[src/rtl/tlb_assoc.sv]
// Fully-associative Sv39 TLB: combinational lookup, tree-PLRU replacement, filtered invalidate.
// Define TLB_SUPERPAGE_EN to store the leaf level and translate 2M/1G superpages.
module tlb_assoc #(
    parameter int unsigned ENTRIES = 4,
    parameter int unsigned ASID_W  = 16
) (
    input  logic              clk,
    input  logic              rst,
    input  logic [38:0]       va,
    input  logic [ASID_W-1:0] asid,
    input  logic              rreq,
    output logic              hit,
    output logic [63:0]       pa,
    output logic [7:0]        pte_flags,
    input  logic              fill_req,
    input  logic [26:0]       fill_vpn,
    input  logic [63:0]       fill_pte,
    input  logic [1:0]        fill_level,
    input  logic              inv_req,
    input  logic              inv_use_va,
    input  logic              inv_use_asid,
    input  logic [38:0]       inv_va,
    input  logic [ASID_W-1:0] inv_asid
);
    localparam int unsigned IDX_W  = (ENTRIES > 1) ? $clog2(ENTRIES) : 1;
    localparam int unsigned NODES  = ENTRIES - 1;
    localparam int unsigned VPN_W  = 27;
    localparam int unsigned DATA_W = 54;
    localparam int unsigned PPN_W  = 44;
    localparam int unsigned G_BIT  = 5;

    logic [ENTRIES-1:0] valid_q, valid_d;
    logic [NODES-1:0]   plru_q, plru_d;
    logic [ASID_W-1:0]  asid_q [ENTRIES];
    logic [ASID_W-1:0]  asid_d [ENTRIES];
    logic [VPN_W-1:0]   vpn_q  [ENTRIES];
    logic [VPN_W-1:0]   vpn_d  [ENTRIES];
    logic [DATA_W-1:0]  data_q [ENTRIES];
    logic [DATA_W-1:0]  data_d [ENTRIES];
`ifdef TLB_SUPERPAGE_EN
    logic [1:0]         level_q [ENTRIES];
    logic [1:0]         level_d [ENTRIES];
`endif

    logic [VPN_W-1:0]   mask [ENTRIES];
    logic [ENTRIES-1:0] lu_match, fl_match, inv_sel;
    logic               hit_any, fl_hit, free_any;
    logic [IDX_W-1:0]   hit_idx, fl_hit_idx, free_idx, victim_idx, fill_idx;
    logic [PPN_W-1:0]   ppn;

    // Walk the tree from the root; a 0 bit points the victim at the left child.
    function automatic logic [IDX_W-1:0] plru_victim(input logic [NODES-1:0] t);
        int unsigned node;
        node = 0;
        for (int unsigned d = 0; d < IDX_W; d++) begin
            node = 2 * node + 1 + (t[IDX_W'(node)] ? 32'd1 : 32'd0);
        end
        return IDX_W'(node - NODES);
    endfunction

    // Point every node on the path to entry e away from it.
    function automatic logic [NODES-1:0] plru_touch(input logic [NODES-1:0] t,
                                                    input logic [IDX_W-1:0] e);
        logic [NODES-1:0] r;
        logic [IDX_W-1:0] path;
        logic             dir;
        int unsigned      node;
        r    = t;
        path = e;
        node = 0;
        for (int unsigned d = 0; d < IDX_W; d++) begin
            dir             = path[IDX_W-1];
            path            = path << 1;
            r[IDX_W'(node)] = ~dir;
            node            = 2 * node + 1 + (dir ? 32'd1 : 32'd0);
        end
        return r;
    endfunction

    // Per-entry VPN compare mask; superpages ignore the low VPN fields.
    always_comb begin
        for (int i = 0; i < ENTRIES; i++) begin
`ifdef TLB_SUPERPAGE_EN
            case (level_q[i])
                2'd1:    mask[i] = {18'h3ffff, 9'h000};
                2'd2:    mask[i] = {9'h1ff, 18'h00000};
                default: mask[i] = '1;
            endcase
`else
            mask[i] = '1;
`endif
        end
    end

    always_comb begin
        for (int i = 0; i < ENTRIES; i++) begin
            lu_match[i] = valid_q[i]
                        && (data_q[i][G_BIT] || (asid_q[i] == asid))
                        && (((va[38:12] ^ vpn_q[i]) & mask[i]) == '0);
            fl_match[i] = valid_q[i]
                        && (data_q[i][G_BIT] || (asid_q[i] == asid))
                        && (((fill_vpn ^ vpn_q[i]) & mask[i]) == '0);
            inv_sel[i]  = (!inv_use_va || (((inv_va[38:12] ^ vpn_q[i]) & mask[i]) == '0))
                        && (!inv_use_asid || (!data_q[i][G_BIT] && (asid_q[i] == inv_asid)));
        end
    end

    // Lowest-index priority encoders for lookup hit, fill overwrite and free slot.
    always_comb begin
        hit_any    = 1'b0;
        hit_idx    = '0;
        fl_hit     = 1'b0;
        fl_hit_idx = '0;
        free_any   = 1'b0;
        free_idx   = '0;
        for (int i = 0; i < ENTRIES; i++) begin
            if (lu_match[i] && !hit_any) begin
                hit_any = 1'b1;
                hit_idx = IDX_W'(i);
            end
            if (fl_match[i] && !fl_hit) begin
                fl_hit     = 1'b1;
                fl_hit_idx = IDX_W'(i);
            end
            if (!valid_q[i] && !free_any) begin
                free_any = 1'b1;
                free_idx = IDX_W'(i);
            end
        end
        victim_idx = plru_victim(plru_q);
        if (fl_hit) begin
            fill_idx = fl_hit_idx;
        end else if (free_any) begin
            fill_idx = free_idx;
        end else begin
            fill_idx = victim_idx;
        end
    end

    // Translation output; superpage PPN fields are taken from the VA.
    always_comb begin
        hit       = 1'b0;
        pa        = '0;
        pte_flags = '0;
        ppn       = '0;
        if (rreq && hit_any) begin
            hit = 1'b1;
            ppn = data_q[hit_idx][53:10];
`ifdef TLB_SUPERPAGE_EN
            case (level_q[hit_idx])
                2'd1:    ppn[8:0]  = va[20:12];
                2'd2:    ppn[17:0] = va[29:12];
                default: ;
            endcase
`endif
            pa        = {8'b0, ppn, va[11:0]};
            pte_flags = data_q[hit_idx][7:0];
        end
    end

    // Invalidate beats fill; a fill's MRU update overrides the lookup's.
    always_comb begin
        valid_d = valid_q;
        plru_d  = plru_q;
        asid_d  = asid_q;
        vpn_d   = vpn_q;
        data_d  = data_q;
`ifdef TLB_SUPERPAGE_EN
        level_d = level_q;
`endif
        if (hit) begin
            plru_d = plru_touch(plru_q, hit_idx);
        end
        if (inv_req) begin
            valid_d = valid_q & ~inv_sel;
        end else if (fill_req) begin
            valid_d[fill_idx] = 1'b1;
            asid_d[fill_idx]  = asid;
            vpn_d[fill_idx]   = fill_vpn;
            data_d[fill_idx]  = fill_pte[DATA_W-1:0];
`ifdef TLB_SUPERPAGE_EN
            level_d[fill_idx] = fill_level;
`endif
            plru_d = plru_touch(plru_q, fill_idx);
        end
    end

    always_ff @(posedge clk) begin
        if (rst) begin
            valid_q <= '0;
            plru_q  <= '0;
        end else begin
            valid_q <= valid_d;
            plru_q  <= plru_d;
        end
    end

    // Tag and data payload need no reset; valid bits gate their use.
    always_ff @(posedge clk) begin
        asid_q  <= asid_d;
        vpn_q   <= vpn_d;
        data_q  <= data_d;
`ifdef TLB_SUPERPAGE_EN
        level_q <= level_d;
`endif
    end

    logic [ENTRIES-1:0] unused_rsw;
    logic               unused_ok;
    always_comb begin
        for (int i = 0; i < ENTRIES; i++) begin
            unused_rsw[i] = ^data_q[i][9:8];
        end
    end
`ifdef TLB_SUPERPAGE_EN
    assign unused_ok = ^{fill_pte[63:54], inv_va[11:0], unused_rsw};
`else
    assign unused_ok = ^{fill_pte[63:54], inv_va[11:0], unused_rsw, fill_level};
`endif

endmodule

[config.mk]
export PLATFORM = sky130hd
export DESIGN_NAME = tlb_assoc
export DESIGN_NICKNAME = d
export VERILOG_FILES = /design/src/rtl/tlb_assoc.sv
export SDC_FILE = /design/constraint.sdc
export NUM_CORES = 1
export LEC_CHECK = 0
export BUFFER_PORTS_ARGS = -buffer_cell sky130_fd_sc_hd__buf_4
export CAP_MARGIN = 40
export CORE_MARGIN = 2
export CORE_UTILIZATION = 50
export CTS_BUF_LIST = sky130_fd_sc_hd__clkbuf_8
export DETAILED_ROUTE_END_ITERATION = 6
export PLACE_DENSITY_LB_ADDON = 0.25
export SYNTH_ARGS = -nofsm -noshare
export SYNTH_HDL_FRONTEND = slang
export SYNTH_SLANG_ARGS = --single-unit
export TNS_END_PERCENT = 5
[constraint.sdc]
create_clock -name clk -period 24.8 [get_ports clk]
set_input_delay 1.24 -clock clk [delete_from_list [all_inputs] [get_ports clk]]
set_output_delay 1.24 -clock clk [all_outputs]
set_load 0.02 [all_outputs]
==> metrics, run 1 <==
first-pass GRT wire length=77400 microns; reg-to-reg startpoint=vpn_q[60]$_DFFE_PP_; fmax=159 MHz; post-synthesis average cell area=14.8 sq um; Synth warnings=0; CTS tree=done; TritonRoute pass-1 iters=5; initial antenna violation count=1; VDD IR max=60.0 uV; Placer Congestion=0.944; CTS Root Cell=clkbuf_8; leakage=7.57 nW; share of cells above drive strength 1=25.4%; area share of the largest cell type after synthesis=60.4%; hold path start=valid_q[0]$_SDFFE_PP0P_; Cell Chain, Critical Path=buf_4, xnor2_1, nand4_1, nor4_1, nand3_1, a31oi_4, buf_4, o221ai_1, a21oi_1, buf_4; # H-tree levels=2; setup bufs post-CTS=0; core area=37400 sq um; fraction of registers with async set/reset=0%; Setup Viol. Count Final=0; Post-Layout Cell Count=2121; Cell Pwr Density=61.5 nW/um^2; vias per std cell=5.56; Cell variety after synth=49; Post-DP HPWL=38500 microns; Util after Layout=60.1%; leading cell types in the layout, fill and taps excluded=edfxtp_1, xor2_1, buf_4, xnor2_1, nor4_1; Worst setup EP type=output pin; Most used DFF post-synth=edfxtp_1; r2r worst-path depth=9; Critical-path top delay cell=buf_4; Initial Util=50.5%; Worst-Skew Late Latency=680 ps; Fin Clk Skew=49.7 ps; vias in the first global route=12040; antenna-violating nets left=0; Final nets=1771; fin crit period=6300 ps; die area=39400 sq um; worst r2r dst=data_q[130]$_DFFE_PP_; final hold slack=521 ps; clock sink count=387; CP max stage delay=720 ps; cell repeated most along the worst path=buf_4; clk slew on worst S/H paths=60 ps; critical path required time=23560 ps; max_cap viols=0; grt ovf=0; Slew Limit Headroom=41.4%; initial drt markers=1085; Via Count=11799; die extent in x=198 microns; PostCTS Resize Cnt=0; Synth Register Bits=387; drc violations=0; critical path class=in2out; most common cell after layout, fill and taps aside=edfxtp_1; period utilisation layout=25.4%; CP startpoint kind=input port; largest net degree at the start of global routing=58; ranking of synthesized cells by area=edfxtp_1, xor2_1, xnor2_1; Rows=71; routed wire length=53200 microns; outcome=finished clean; setup slack, reg-to-reg=20090 ps; worst hold path type=reg2reg; crit path max fanout=45; Post-synth EDFFs=380; RSZ-0062 raised after global routing=no; Post-Syn Area=18900 sq um; IO Count=283; Synth Instances=1280; final hold vios=0; PortBufs=248; TritonCTS Buffers=61; setup_tns=0 ps; worst hold stages=2; WP data arrival=5060 ps; placed insts=2009; GRT Overall Usage=27.2%; sequential area share after synthesis=61.1%; Vert. Die Dim=198 microns; hold endpoint=valid_q[0]$_SDFFE_PP0P_; clock buffer depth=3; Layout area overhead=18.9%; Worst Tran Pin Value=878 ps; area leader, netlist=edfxtp_1; routed len/inst=25.1 microns; hold_buf cts=0; Max Slew Vio Count=0
-- sequential cells by signal (all words and copies together) (netlist names) --
register  flops
asid_q       64
valid_q       4
vpn_q       108
plru_q        3
data_q      208
-- synth_stat cells, drive strengths merged, types with 2 or more instances --
| master | count |
|---|---|
| edfxtp | 380 |
| xor2 | 265 |
| xnor2 | 187 |
| nor4 | 66 |
| a21oi | 57 |
| nand4 | 55 |
| mux2i | 52 |
| o221ai | 51 |
| buf | 32 |
| nand3 | 20 |
| clkbuf | 17 |
| nand2 | 14 |
| nor3 | 14 |
| and2 | 13 |
| inv | 9 |
| o41ai | 9 |
| dfxtp | 7 |
| a31oi | 3 |
| a41o | 2 |
| a41oi | 2 |
| nand2b | 2 |
| nor2 | 2 |
| nor4b | 2 |
| o211ai | 2 |
| o21a | 2 |
| o21ai | 2 |
| or2 | 2 |
| or3 | 2 |
-- power by group --
| part | switching (W) | leakage [nW] | total (W) | internal [W] |
|---|---|---|---|---|
| clock | 0.000256 | 0.647 | 0.000528 | 0.000272 |
| combinational | 0.0000682 | 3.41 | 0.000115 | 0.0000463 |
| sequential | 0.00000763 | 3.51 | 0.000739 | 0.000731 |
-- per-stage QoR --
step,total power [W],area (sq um),setup WS (ps)
after floorplan,0.000800,18900,15180
after global placement,0.000865,21200,18510
after detailed placement,0.000866,21300,18550
after CTS,0.00139,22500,18550
after global routing,0.00142,22500,18390
final,0.00138,22500,18500
-- critical path: cells and delay by family --
family	cells	cell delay, ps
compound gates	3	930
xor+xnor	1	400
buf+inv	3	1040
simple gates	3	1400
-- cell type report --
| cell class | instances | area [sq um] |
|---|---|---|
| fill | 2968 | 14900 |
| antenna | 1 | 2.50 |
| tap | 511 | 639 |
| timing repair buffer | 260 | 2030 |
| multi-input combinational | 842 | 7040 |
| sequential | 387 | 11600 |
| inverter | 9 | 41.3 |
| clock inverter | 50 | 325 |
| clock buffer | 61 | 840 |
-- worst max-delay path by stage --
stage	start	endpoint	slack (ps)	depth (start not counted)
4_1_cts	va[25]	pa[55]	18550	10
3_3_place_gp	va[25]	pa[55]	18510	10
5_1_grt	va[25]	pa[55]	18390	10
3_5_place_dp	va[25]	pa[55]	18550	10
6_report	va[25]	pa[55]	18500	10
2_1_floorplan	asid[0]	asid_q[16]$_DFFE_PP_	15180	7
-- per-layer routing --
layer,vias to the layer above,global-route usage (%),routed length (microns)
met5,-,0,0
met4,0,8.87,1330
met3,81,6.10,4240
met2,463,43.2,24800
met1,5846,37.4,22800
li1,5409,-,-
-- kinds of logic after synthesis --
group / Yosys count / synth area share (%)
xor+xnor: 452 / 20.9
flops: 387 / 61.1
simple gates: 195 / 6.35
compound gates: 135 / 6.87
buf+inv: 58 / 1.93
mux: 52 / 2.75
other cells: 1 / 0.0198
Note: power is estimated with default switching activity, not from simulation.
==> inputs of run 2 (changes only) <==
clock period = 6.5 ns   (was 24.8 ns; I/O delays follow)
==> run 2 against run 1 <==
Setup slack lost 17000 ps. Power grew to 3.9 times the previous value. Clock power grew to 3.8 times the previous value. Flip-flop and latch count is the same. Routed wire length grew 4.0%. Register-to-register slack lost 18000 ps. Global-route usage grew 1.0 points. Largest power group unchanged. Core utilization grew 2.9 points. Largest cell class unchanged. Cell area grew 4.7%.
==> metrics, run 2 (synthesis gave the netlist of run 1 again) <==
outcome=finished clean; total power=0.00533 W (+290%); critical path required time=6170 ps (-17390 ps); fin crit period=5080 ps; setup slack, reg-to-reg=2260 ps (-17830 ps); WP buf/inv=2 (-1); CP delay by family, top=simple AND/OR/NAND/NOR gates; Layout area overhead=24.5%; Post-Layout Cell Count=2224 (+4.9%); Fin Clk Skew=41.7 ps (-8.02 ps); Placer Congestion=0.963 (+2.0%); r2r worst-path depth=9 (unchanged); IO Count=283 (unchanged); CTS tree=done; initial antenna violation count=1 (unchanged); Via Count=12309 (+4.3%); CP startpoint kind=flip-flop; setup_tns=0 ps (unchanged); clock sink count=387 (unchanged); antenna-violating nets left=0 (unchanged); TritonCTS Buffers=67 (+9.8%); drc violations=0 (unchanged); worst r2r dst=data_q[210]$_DFFE_PP_; crit path max fanout=44 (-2.2%); VDD IR max=203 uV (+240%); CP max stage delay=710 ps (about the same); Setup Viol. Count Final=0 (unchanged); first-pass GRT wire length=80200 microns (+3.5%); grt ovf=0 (unchanged); CTS Root Cell=clkbuf_8; Cell Area, Placed=21400 sq um (+0.50%); GRT Overall Usage=28.3% (+1.0 points); cell repeated most along the worst path=buf_4; max_cap viols=0 (unchanged); vias per std cell=5.53 (-0.51%); Cell Chain, Critical Path=xnor2_1, nand4_1, nor4_1, nand3_1, a31oi_4, buf_4, o221ai_1, a21oi_1, buf_4; largest net degree at the start of global routing=75 (+29%); leakage=8.03 nW (+6.1%); TritonRoute pass-1 iters=5 (unchanged); routed len/inst=24.9 microns (-0.78%); period utilisation layout=78.2%; Rows=71 (unchanged); vias in the first global route=12510 (+3.9%); setup bufs post-CTS=0 (unchanged); Max Slew Vio Count=0 (unchanged); WP data arrival=4760 ps (-300 ps); fmax=197 MHz; final hold vios=0 (unchanged); # H-tree levels=3 (+1); initial drt markers=1158 (+6.7%); largest register by flop count=data_q; Initial Util=50.5% (unchanged); PortBufs=248 (unchanged); RSZ-0062 raised after global routing=no; Critical path destination=pa[13]; Final nets=1874 (+5.8%); PostCTS Resize Cnt=0 (unchanged); clock buffer depth=3 (unchanged); most common cell after layout, fill and taps aside=edfxtp_1; die area=39400 sq um (unchanged); Critical-path top delay cell=buf_4; leading cell types in the layout, fill and taps excluded=edfxtp_1, xor2_1, buf_4, xnor2_1, dlygate4sd3_1; placed insts=2012 (+0.15%); Worst setup startpoint=vpn_q[13]$_DFFE_PP_; clk slew on worst S/H paths=60 ps (about the same); design area=23500 sq um (+4.7%); Worst setup EP type=output pin; core area=37400 sq um (unchanged); Post-DP HPWL=38900 microns (+1.1%); Worst-Skew Late Latency=620 ps (-60 ps); Slew Limit Headroom=36.9% (-4.5 points); routed wire length=55300 microns (+4.0%); biggest regs=data_q: 208 flops, vpn_q: 108 flops, asid_q: 64 flops; share of cells above drive strength 1=24.2% (-1.2 points); reg-to-reg startpoint=asid_q[47]$_DFFE_PP_; worst hold path type=in2reg; Vert. Die Dim=198 microns (unchanged); max reg flops=208 (unchanged); Worst Tran Pin Value=934 ps (+55.6 ps); critical path class=reg2out; Cell Pwr Density=226 nW/um^2 (+270%); die extent in x=198 microns (unchanged); Critical Path Stages=9 (-1)
==> run 2: layer usage <==
layer  part of all wire, %  GRT usage (%)  vias to the layer above
met5                     0              0                        -
met3                   8.2           6.41                       95
met1                    42           38.0                     6084
li1                      -              -                     5621
met4                   2.6           8.93                        0
met2                    47           45.9                      509
==> run 2: timing repair <==
item / CTS / global route
hold endpoints to repair: 373 / 0
endpoints found under the setup margin: 0 / 0
hold buffers: 94 / 0
==> run 2: worst min path at each step <==
stage                                 start                       to  slack, ps  cells past startpoint
floorplan                               rst  valid_q[0]$_SDFFE_PP0P_        390                      1
global placement    valid_q[1]$_SDFFE_PP0P_  valid_q[1]$_SDFFE_PP0P_        510                      2
detailed placement  valid_q[0]$_SDFFE_PP0P_  valid_q[0]$_SDFFE_PP0P_        510                      2
CTS                            fill_vpn[15]      vpn_q[42]$_DFFE_PP_          2                      1
global route                   fill_vpn[15]      vpn_q[69]$_DFFE_PP_         10                      1
finish                         fill_vpn[15]      vpn_q[42]$_DFFE_PP_         30                      1
==> run 2: power breakdown <==
part / internal [W] / switching, W / leakage [nW]
Combinational: 0.000216 / 0.000274 / 3.84
Clock: 0.00103 / 0.000994 / 0.675
Sequential: 0.00279 / 0.0000291 / 3.51
Total: 0.00403 / 0.00130 / 8.03
==> run 2: layout make-up <==
| type | count | area [sq um] |
|---|---|---|
| repair buffers | 357 | 3070 |
| well taps | 511 | 639 |
| diodes | 1 | 2.50 |
| multi-input cells | 842 | 7040 |
| fillers | 2802 | 13900 |
| inverters | 9 | 41.3 |
| clock buffers | 69 | 950 |
| flip-flops and latches | 387 | 11600 |
| clock inverters | 48 | 234 |
==> run 2: worst reg2reg max path: stages, from the launching register on <==
cell	delay (ps)
edfxtp_1	410
xor2_1	160
nor4_1	710
a41oi_2	350
or4_1	640
and2_1	180
nand2_1	250
nand3b_1	190
inv_4	530
buf_12	430
==> run 2: stage by stage <==
step / hold WS [ps] / setup slack, ps / util, %
2_1_floorplan: 394 / 625 / -
3_3_place_gp: 511 / 1920 / 56.8
3_5_place_dp: 514 / 2060 / 57.2
4_1_cts: 2.26 / 1430 / 62.9
5_1_grt: 12.4 / 1400 / 62.9
6_report: 28.8 / 1420 / 62.9
